File: config.mk
export PLATFORM = sky130hd
export DESIGN_NAME = elevator_scheduler
export DESIGN_NICKNAME = d
export VERILOG_FILES = /design/src/rtl/elevator_pkg.sv /design/src/rtl/tick_timer.sv /design/src/rtl/elevator_scheduler.sv
export SDC_FILE = /design/constraint.sdc
export NUM_CORES = 1
export LEC_CHECK = 0
export ABC_AREA = 1
export ABC_CLOCK_PERIOD_IN_PS = 2980
export CORE_MARGIN = 3
export CORE_UTILIZATION = 50
export CTS_CLUSTER_SIZE = 12
export DETAILED_ROUTE_END_ITERATION = 10
export PLACE_DENSITY_LB_ADDON = 0.15
export SKIP_CTS_REPAIR_TIMING = 1
export SLEW_MARGIN = 10
export SYNTH_ARGS = -nofsm -noshare
export SYNTH_HDL_FRONTEND = slang
export SYNTH_SLANG_ARGS = --single-unit
File: constraint.sdc
create_clock -name clk -period 2.98 [get_ports clk]
set_clock_uncertainty 0.2 [all_clocks]
set_input_delay 0.298 -clock clk [delete_from_list [all_inputs] [get_ports clk]]
set_output_delay 0.298 -clock clk [all_outputs]
set_load 0.01 [all_outputs]
File: src/rtl/elevator_pkg.sv
// Shared types and floor helpers for the elevator scheduler and its display controller.
// Pure declarations: no logic, no latency, no flow control.
package elevator_pkg;

    localparam int NUM_FLOORS = 8;
    localparam int FLOOR_W    = 3;

    typedef enum logic [1:0] {
        IDLE        = 2'b00,
        MOVING_UP   = 2'b01,
        MOVING_DOWN = 2'b10,
        DOOR_OPEN   = 2'b11
    } state_t;

    // Bits strictly above floor f.
    function automatic logic [NUM_FLOORS-1:0] above_mask(input logic [FLOOR_W-1:0] f);
        return {{(NUM_FLOORS-1){1'b1}}, 1'b0} << f;
    endfunction

    // Bits strictly below floor f.
    function automatic logic [NUM_FLOORS-1:0] below_mask(input logic [FLOOR_W-1:0] f);
        return ~({NUM_FLOORS{1'b1}} << f);
    endfunction

    function automatic logic [NUM_FLOORS-1:0] floor_onehot(input logic [FLOOR_W-1:0] f);
        return {{(NUM_FLOORS-1){1'b0}}, 1'b1} << f;
    endfunction

endpackage

File: src/rtl/tick_timer.sv
// Tick-enabled counter: done pulses on the tick that brings the count to limit, then wraps to 0.
// done is combinational from tick/clear; clear has priority and suppresses done.
module tick_timer #(
    parameter int CNT_WIDTH = 8
) (
    input  logic                 clk,
    input  logic                 rst_n,
    input  logic                 tick,
    input  logic                 clear,
    input  logic [CNT_WIDTH-1:0] limit,
    output logic                 done
);

    localparam logic [CNT_WIDTH-1:0] ONE = CNT_WIDTH'(1);

    logic [CNT_WIDTH-1:0] cnt;
    logic                 hit;

    assign hit  = (cnt + ONE) >= limit;
    assign done = tick && hit && !clear;

    always_ff @(posedge clk or negedge rst_n) begin
        if (!rst_n) begin
            cnt <= '0;
        end else if (clear) begin
            cnt <= '0;
        end else if (tick) begin
            cnt <= hit ? '0 : cnt + ONE;
        end
    end

endmodule

File: src/rtl/elevator_scheduler.sv
// SCAN-ordered 8-floor elevator scheduler; req reaches destination two clk edges later, all outputs registered.
// No backpressure: calls are latched every clk and held until served at an open door.
module elevator_scheduler
    import elevator_pkg::*;
#(
    parameter int TRAVEL_TICKS = 16,
    parameter int DOOR_TICKS   = 8,
    parameter int CNT_WIDTH    = 8
) (
    input  logic                  clk,
    input  logic                  rst_n,
    input  logic                  tick,
    input  logic [NUM_FLOORS-1:0] req,
    output logic [1:0]            sim_state,
    output logic [NUM_FLOORS-1:0] destination,
    output logic [FLOOR_W-1:0]    current_floor,
    output logic                  door_open
);

    localparam logic [CNT_WIDTH-1:0] TRAVEL_LIM = CNT_WIDTH'(TRAVEL_TICKS);
    localparam logic [CNT_WIDTH-1:0] DOOR_LIM   = CNT_WIDTH'(DOOR_TICKS);
    localparam logic [FLOOR_W-1:0]   TOP_FLOOR  = FLOOR_W'(NUM_FLOORS - 1);
    localparam logic [FLOOR_W-1:0]   FLOOR_ONE  = FLOOR_W'(1);

    state_t                  state, state_nxt;
    logic [FLOOR_W-1:0]      floor_nxt;
    logic                    dir_up, dir_nxt;
    logic [NUM_FLOORS-1:0]   pend, clr;
    logic                    above, below, here;
    logic                    timer_clear, timer_done;
    logic [CNT_WIDTH-1:0]    timer_limit;

    assign above = |(pend & above_mask(current_floor));
    assign below = |(pend & below_mask(current_floor));
    assign here  = pend[current_floor];

    tick_timer #(
        .CNT_WIDTH (CNT_WIDTH)
    ) u_timer (
        .clk   (clk),
        .rst_n (rst_n),
        .tick  (tick),
        .clear (timer_clear),
        .limit (timer_limit),
        .done  (timer_done)
    );

    always_ff @(posedge clk or negedge rst_n) begin
        if (!rst_n) begin
            state         <= IDLE;
            current_floor <= '0;
            dir_up        <= 1'b1;
            pend          <= '0;
            destination   <= '0;
        end else begin
            state         <= state_nxt;
            current_floor <= floor_nxt;
            dir_up        <= dir_nxt;
            pend          <= (pend | req) & ~clr;
            destination   <= pend;
        end
    end

    always_comb begin
        state_nxt = state;
        floor_nxt = current_floor;
        dir_nxt   = dir_up;
        case (state)
            IDLE: begin
                if (here) begin
                    state_nxt = DOOR_OPEN;
                end else if (above) begin
                    state_nxt = MOVING_UP;
                    dir_nxt   = 1'b1;
                end else if (below) begin
                    state_nxt = MOVING_DOWN;
                    dir_nxt   = 1'b0;
                end
            end
            MOVING_UP: begin
                if (timer_done && current_floor != TOP_FLOOR) begin
                    floor_nxt = current_floor + FLOOR_ONE;
                    if (pend[floor_nxt]) state_nxt = DOOR_OPEN;
                end
            end
            MOVING_DOWN: begin
                if (timer_done && current_floor != '0) begin
                    floor_nxt = current_floor - FLOOR_ONE;
                    if (pend[floor_nxt]) state_nxt = DOOR_OPEN;
                end
            end
            DOOR_OPEN: begin
                if (timer_done) begin
                    // Keep the current sweep direction while it still has work.
                    if (dir_up && above) begin
                        state_nxt = MOVING_UP;
                    end else if (!dir_up && below) begin
                        state_nxt = MOVING_DOWN;
                    end else if (above) begin
                        state_nxt = MOVING_UP;
                        dir_nxt   = 1'b1;
                    end else if (below) begin
                        state_nxt = MOVING_DOWN;
                        dir_nxt   = 1'b0;
                    end else begin
                        state_nxt = IDLE;
                    end
                end
            end
            default: state_nxt = IDLE;
        endcase
    end

    always_comb begin
        sim_state   = state;
        door_open   = (state == DOOR_OPEN);
        clr         = (state == DOOR_OPEN) ? floor_onehot(current_floor) : '0;
        // A repeat call at the open floor holds the door.
        timer_clear = (state == IDLE) || ((state == DOOR_OPEN) && req[current_floor]);
        timer_limit = (state == DOOR_OPEN) ? DOOR_LIM : TRAVEL_LIM;
    end

    a_no_overrun_top: assert property (@(posedge clk) disable iff (!rst_n)
        !(state == MOVING_UP && current_floor == TOP_FLOOR));
    a_no_overrun_bottom: assert property (@(posedge clk) disable iff (!rst_n)
        !(state == MOVING_DOWN && current_floor == '0));

endmodule

After elaboration in Yosys (flattened, before gate mapping):

Index checks and enable logic that the tools add are counted.

* RAM bits: 0
* bits in read-only memories: 0
* latch bits: 0
* bits in registers: 30
* memories kept: 0
* bits of input ports: 11
* logic and storage cells: 91
* output and inout port bits: 14

* reduce and logical (&&, ||, !) cells: 20
* multiplexer cells: 36
* shift operators: 3
* add/sub/neg operators: 3
* bitwise gates (word level): 6
* $lt $le $gt $ge: 4
* multipliers: 0
* divide/modulo/power cells: 0
* equal/unequal tests: 13

Operators with widths (count)
* 8-bit 2-to-1 mux: 4
* 8-bit AND: 3
* 2-bit 2-to-1 mux: 12
* 8-bit inverter: 2
* 8-bit OR reduction: 2
* 8-bit by 3-bit << shifter with 8-bit output (first input constant): 2
* 2-bit inequality test (second input constant): 7
* 1-bit binary-select mux with 3-bit select: 4
* 3-bit by 4-bit < comparator with 1-bit output (second input constant): 3
* 1-bit 2-to-1 mux: 10
* 8-bit by 1-bit adder with 8-bit output (second input constant): 1
* 8-bit by 5-bit >= comparator with 1-bit output: 1
* 8-bit OR: 1
* 2-bit one-hot mux with 4 select lines: 1
* 1-bit by 3-bit << shifter with 8-bit output (first input constant): 1
* 1-bit logical AND: 7
* 3-bit 2-to-1 mux: 2
* 3-bit one-hot mux with 2 select lines: 1
* 6-bit AND reduction: 1
* 2-bit nonzero test: 3
* 5-bit 2-to-1 mux: 1
* 5-bit AND reduction: 1
* 2-bit == test (second input constant): 2
* 4-bit inequality test (second input constant): 1
* 11 further kinds: 12

Depth between registers and ports, before layout:

* word-level depth: 10
* depth in mapped cells: 17
* gate-level depth less buffers: 17

Hierarchy:

A second synthesis with hierarchy kept.

* cells, all modules: 317
* area total of the unflattened synthesis: 2294.7 µm²

By module, submodules not included
* elevator_scheduler: area each 1584.0 µm², times used 1, sequential area each 551.8 µm², cells each 219
* tick_timer: area each 710.7 µm², times used 1, sequential area each 200.2 µm², cells each 98

Worst setup path before layout:

No wires, ideal clock.

* path kind: register -> register
* start point: register current_floor[0]
* end point: register state[0], in the netlist sim_state[0]
* library setup time: 117 ps
* buffers on the path: 2
* cell stages (with the launch flop): 16
* path slack: 741 ps
* data arrival time: 1922 ps
* clock period less this slack: 2239 ps
* required time: 2663 ps
* cell sequence: dfrtp_1 > buf_6 > inv_4 > buf_6 > ha_1 > ha_1 > inv_1 > a22oi_1 > nand2_1 > nor2_1 > nand3_1 > nand2_1 > a21oi_2 > nand3_2 > nand2_1 > nand2_1

* word-level cells in the longest chain between the ends: 9
* elaborated cells between the ends (all ways): 41
* those cells by class: add/sub: 2; eq/ne: 7; shift: 2; mux: 15; bitwise: 3; reduce/logical: 12

Ends and longest elaborated chain
* from (decl): RTL line elevator_scheduler.sv:16 `output logic [FLOOR_W-1:0] current_floor,`
* from (signal assigned): RTL line elevator_scheduler.sv:57 `current_floor <= floor_nxt;`
* 8-bit by 3-bit << shifter with 8-bit output or 1-bit binary-select mux with 3-bit select (tied branches): RTL line elevator_pkg.sv:22, elevator_scheduler.sv:119
* 8-bit inverter or 1-bit 2-to-1 mux (tied branches): RTL line elevator_pkg.sv:22, elevator_scheduler.sv:119
* 8-bit AND or 1-bit logical AND (tied branches): RTL line elevator_scheduler.sv:34, elevator_scheduler.sv:119
* 8-bit OR reduction or 1-bit logical OR (tied branches): RTL line elevator_scheduler.sv:34, elevator_scheduler.sv:119
* 1-bit logical AND or 1-bit logical NOT (tied branches): RTL line elevator_scheduler.sv:97, tick_timer.sv:20
* 2-bit 2-to-1 mux or 1-bit logical AND (tied branches): RTL line elevator_scheduler.sv:97, tick_timer.sv:20
* 2-bit 2-to-1 mux (tied with other cells): RTL line elevator_scheduler.sv:95 `if (dir_up && above) begin`
* 2-bit 2-to-1 mux or 2-bit inequality test (tied branches)
* 2-bit one-hot mux with 4 select lines or 6-bit AND reduction (tied branches)
* to (signal assigned): RTL line elevator_scheduler.sv:56 `state <= state_nxt;`
* to (decl): RTL line elevator_scheduler.sv:25 `state_t state, state_nxt;`

Several ways; a longest one is shown, not always the timed one. The select of a mux whose other input is x is not followed.
A chain may end at the register's enable or synchronous reset.

Worst setup path after layout:

* start point: register current_floor[0]
* end point: register dir_up

* word-level cells in the longest chain between the ends: 10
* elaborated cells between the ends (all ways): 29
* those cells by class: eq/ne: 4; shift: 2; mux: 11; bitwise: 3; reduce/logical: 9

Ends and longest elaborated chain
* 8-bit by 3-bit << shifter with 8-bit output: RTL line elevator_pkg.sv:22 `return ~({NUM_FLOORS{1'b1}} << f);`
* 8-bit inverter: RTL line elevator_pkg.sv:22
* 8-bit AND: RTL line elevator_scheduler.sv:34 `assign below = |(pend & below_mask(current_floor));`
* 8-bit OR reduction: RTL line elevator_scheduler.sv:34
* 1-bit 2-to-1 mux
* 1-bit 2-to-1 mux: RTL line elevator_scheduler.sv:99 `end else if (above) begin`
* 1-bit 2-to-1 mux: RTL line elevator_scheduler.sv:97 `end else if (!dir_up && below) begin`
* 1-bit 2-to-1 mux: RTL line elevator_scheduler.sv:95
* 1-bit 2-to-1 mux: RTL line elevator_scheduler.sv:93 `if (timer_done) begin`
* 1-bit one-hot mux with 2 select lines: RTL line elevator_scheduler.sv:68 `case (state)`
* to (signal assigned): RTL line elevator_scheduler.sv:58 `dir_up <= dir_nxt;`
* to (decl): RTL line elevator_scheduler.sv:27 `logic dir_up, dir_nxt;`

Several ways; a longest one is shown, not always the timed one. The select of a mux whose other input is x is not followed.

==> metrics.txt <==
status=finished, final reports clean; Worst Hold Class=in2async; Initial Utilization=0.528; largest net degree at the start of global routing=31; Clock Latency Late Sink=between 200 and 300 ps; Net Count, Synth=~310; VDD IR-drop max=approximately 0.63 mV; Post-Syn Instances=between 200 and 300; Congestion Overflow GR=0; drt drc=0; DR vias/cell=5.13; post-route setup slack=between 400 and 500 ps; library cells used by synthesis=33; vias=between 1500 and 2000; Reg2Reg Depth=14; synthesis-to-finish area growth=17.4%; Relative slew margins=0.678; Root Driver=clkbuf_8; ys async rst share=1.00; Final #Nets=344; Synth warnings=0; fin. max-slew vios=0; Reg clk slew, reported paths=about 70 ps; Startpoint Class=flop; Mean Syn Cell Area=between 7 and 8 um2; Crit path depth=14; vias in the first global route=around 1700; clock tree buffer depth=2; CP Capture Type=flop; Data required, critical path=2990 ps; RePlAce Congestion=0.871; detailed-router iteration count before antenna repair=4; CTS tree=yes; critical-path cell list=buf_4 -> ha_1 -> ha_1 -> inv_1 -> nand2_1 -> nand2_1 -> nor2_1 -> nand4_1 -> nand2_1 -> nand3_1 -> o21ai_0 -> nand4_1 -> nand2_1 -> nand2_1; worst setup path class=reg2reg; Detail Route Antenna Nets=0; Die ar.=roughly 0.0051 mm2; Routed wire per std cell=between 10 and 15 um; TNS Setup=0 ps; f_max=between 0.3 and 0.4 GHz; Filler Cells Inserted=340; TritonCTS buffer count=5; final wirelength=approximately 4700 um; Slew @ Worst Pin=~480 ps; crit path max fanout=15; Starting DRT DRC Count=105; Seq/Total Area, Yosys=0.351; Crit-path slowest cell=dfrtp_1; number of enable flip-flop cells after synthesis=0; gr usage total=0.203; I/O pin count=25; fin crit period=between 2000 and 3000 ps; Place WS=498 ps; Buffers on Ports=24; # diodes=0; initial antenna violation count=0; Clock Sinks=30; layout cells sized above 1=0.0990; Placed Cells=roughly 360; CP Buf/Inv Count=2; max-cap violations=0; PwrDens=983 mW/mm2; HPWL after DPL=~3500 um; critical path data arrival time=2540 ps; most frequent CP cell=nand2_1; flops & latches, synth=30; Static Leakage=about 1.2 nW; Clock H-tree levels=2; Post-Syn Area=about 0.0021 mm2; share of the clock period used by the worst path=0.850; first-pass GRT wire length=roughly 8000 um; chip height=between 70 and 80 um; die width=about 70 um; Core Area=about 0.004 mm2; post-route insts no fill=between 300 and 400; Final Hold Fails=0; Setup-failing EPs final=0; Top FF cell, synth=dfrtp_1; std cell rows=23; RSZ-0062 raised after global routing=false; CP top delay family=simple AND/OR/NAND/NOR gates; CP max stage delay=about 480 ps
-- worst paths after layout --
path | start | to | slack (ps)
setup / recovery | current_floor[0] | dir_up | 450
hold / removal | rst_n | pend[6] | 200
setup reg to reg | current_floor[0] | dir_up | 450
hold reg to reg | dir_up | dir_up | 270
max in group asynchronous | rst_n | dir_up | 2050
min in group clk | dir_up | dir_up | 270
-- cells by family after synthesis --
family | Yosys count | share of synthesized area
simple gates | 149 | 0.330
buf+inv | 53 | 0.103
flops | 30 | 0.351
compound gates | 26 | 0.0772
fa+ha+maj | 20 | 0.117
xor+xnor | 4 | 0.0164
mux | 1 | 0.00468
-- state kept, by name (all words and copies together) (netlist names) --
register,flops
current_floor,3
dir_up,1
destination,8
sim_state,2
u_timer.cnt,8
pend,8
-- per-layer routing --
metal  global-route usage  up-vias  wire length, um
met1                0.288      847             2260
met5                    0        -                0
met3               0.0421        5              296
li1                     -      958                -
met4               0.0814        0               74
met2                0.303       53             2070
-- worst register-to-register path: cells and delay by family, from the launching register on --
kind / cells / cell delay [ps]
adder cells (fa/ha/maj): 2 / 470
AO/OA/AOI/OAI: 1 / 100
AND/OR/NAND/NOR: 9 / 890
buffers and inverters: 2 / 300
flip-flops: 1 / 480
-- final cells by class --
cell class,instances,area [um2],area share
clock inverters,2,10.0,0.00398
multi-input cells,200,1170,0.464
inverters,48,183,0.0727
well taps,50,62.6,0.0249
flip-flops and latches,30,752,0.299
repair buffers,28,270,0.108
clock buffers,5,68.8,0.0274
-- cell usage after synthesis, drive strengths merged (3+ instances only) --
master,instances,area share
a21oi,5,0.013
a22oi,3,0.011
buf,5,0.018
dfrtp,29,0.34
ha,20,0.12
inv,48,0.085
nand2,83,0.15
nand3,37,0.11
nand4,7,0.020
nor2,19,0.042
o21ai,10,0.029
o22ai,6,0.018
xor2,4,0.016
-- cell usage in the layout, fill, tap and decap left out, types with 6 or more instances in the layout --
master,count
nand2_2,7
ha_1,20
dfrtp_1,29
nand2_1,76
clkdlybuf4s50_1,24
inv_1,45
o22ai_1,6
nor2_1,17
o21ai_1,6
nand3_1,32
nand4_1,7
-- metrics by stage --
| stage | power (W) | hold WS (ps) | cell area (um2) | util |
|---|---|---|---|---|
| 3_3_place_gp | 0.00216 | 253 | 2430 | 0.600 |
| 2_1_floorplan | 0.00176 | -198 | 2140 | - |
| 3_5_place_dp | 0.00217 | 251 | 2430 | 0.600 |
| 6_report | 0.00247 | 198 | 2510 | 0.619 |
| 5_1_grt | 0.00273 | 248 | 2510 | 0.619 |
| 4_1_cts | 0.00249 | 208 | 2510 | 0.619 |
-- power breakdown --
part / leakage (nW) / switching [W] / internal, W
logic: 0.867 / 0.000897 / 0.000598
registers: 0.327 / 0.000140 / 0.000528
clock network: 0.0438 / 0.000151 / 0.000156
Note: power is estimated with default switching activity, not from simulation.
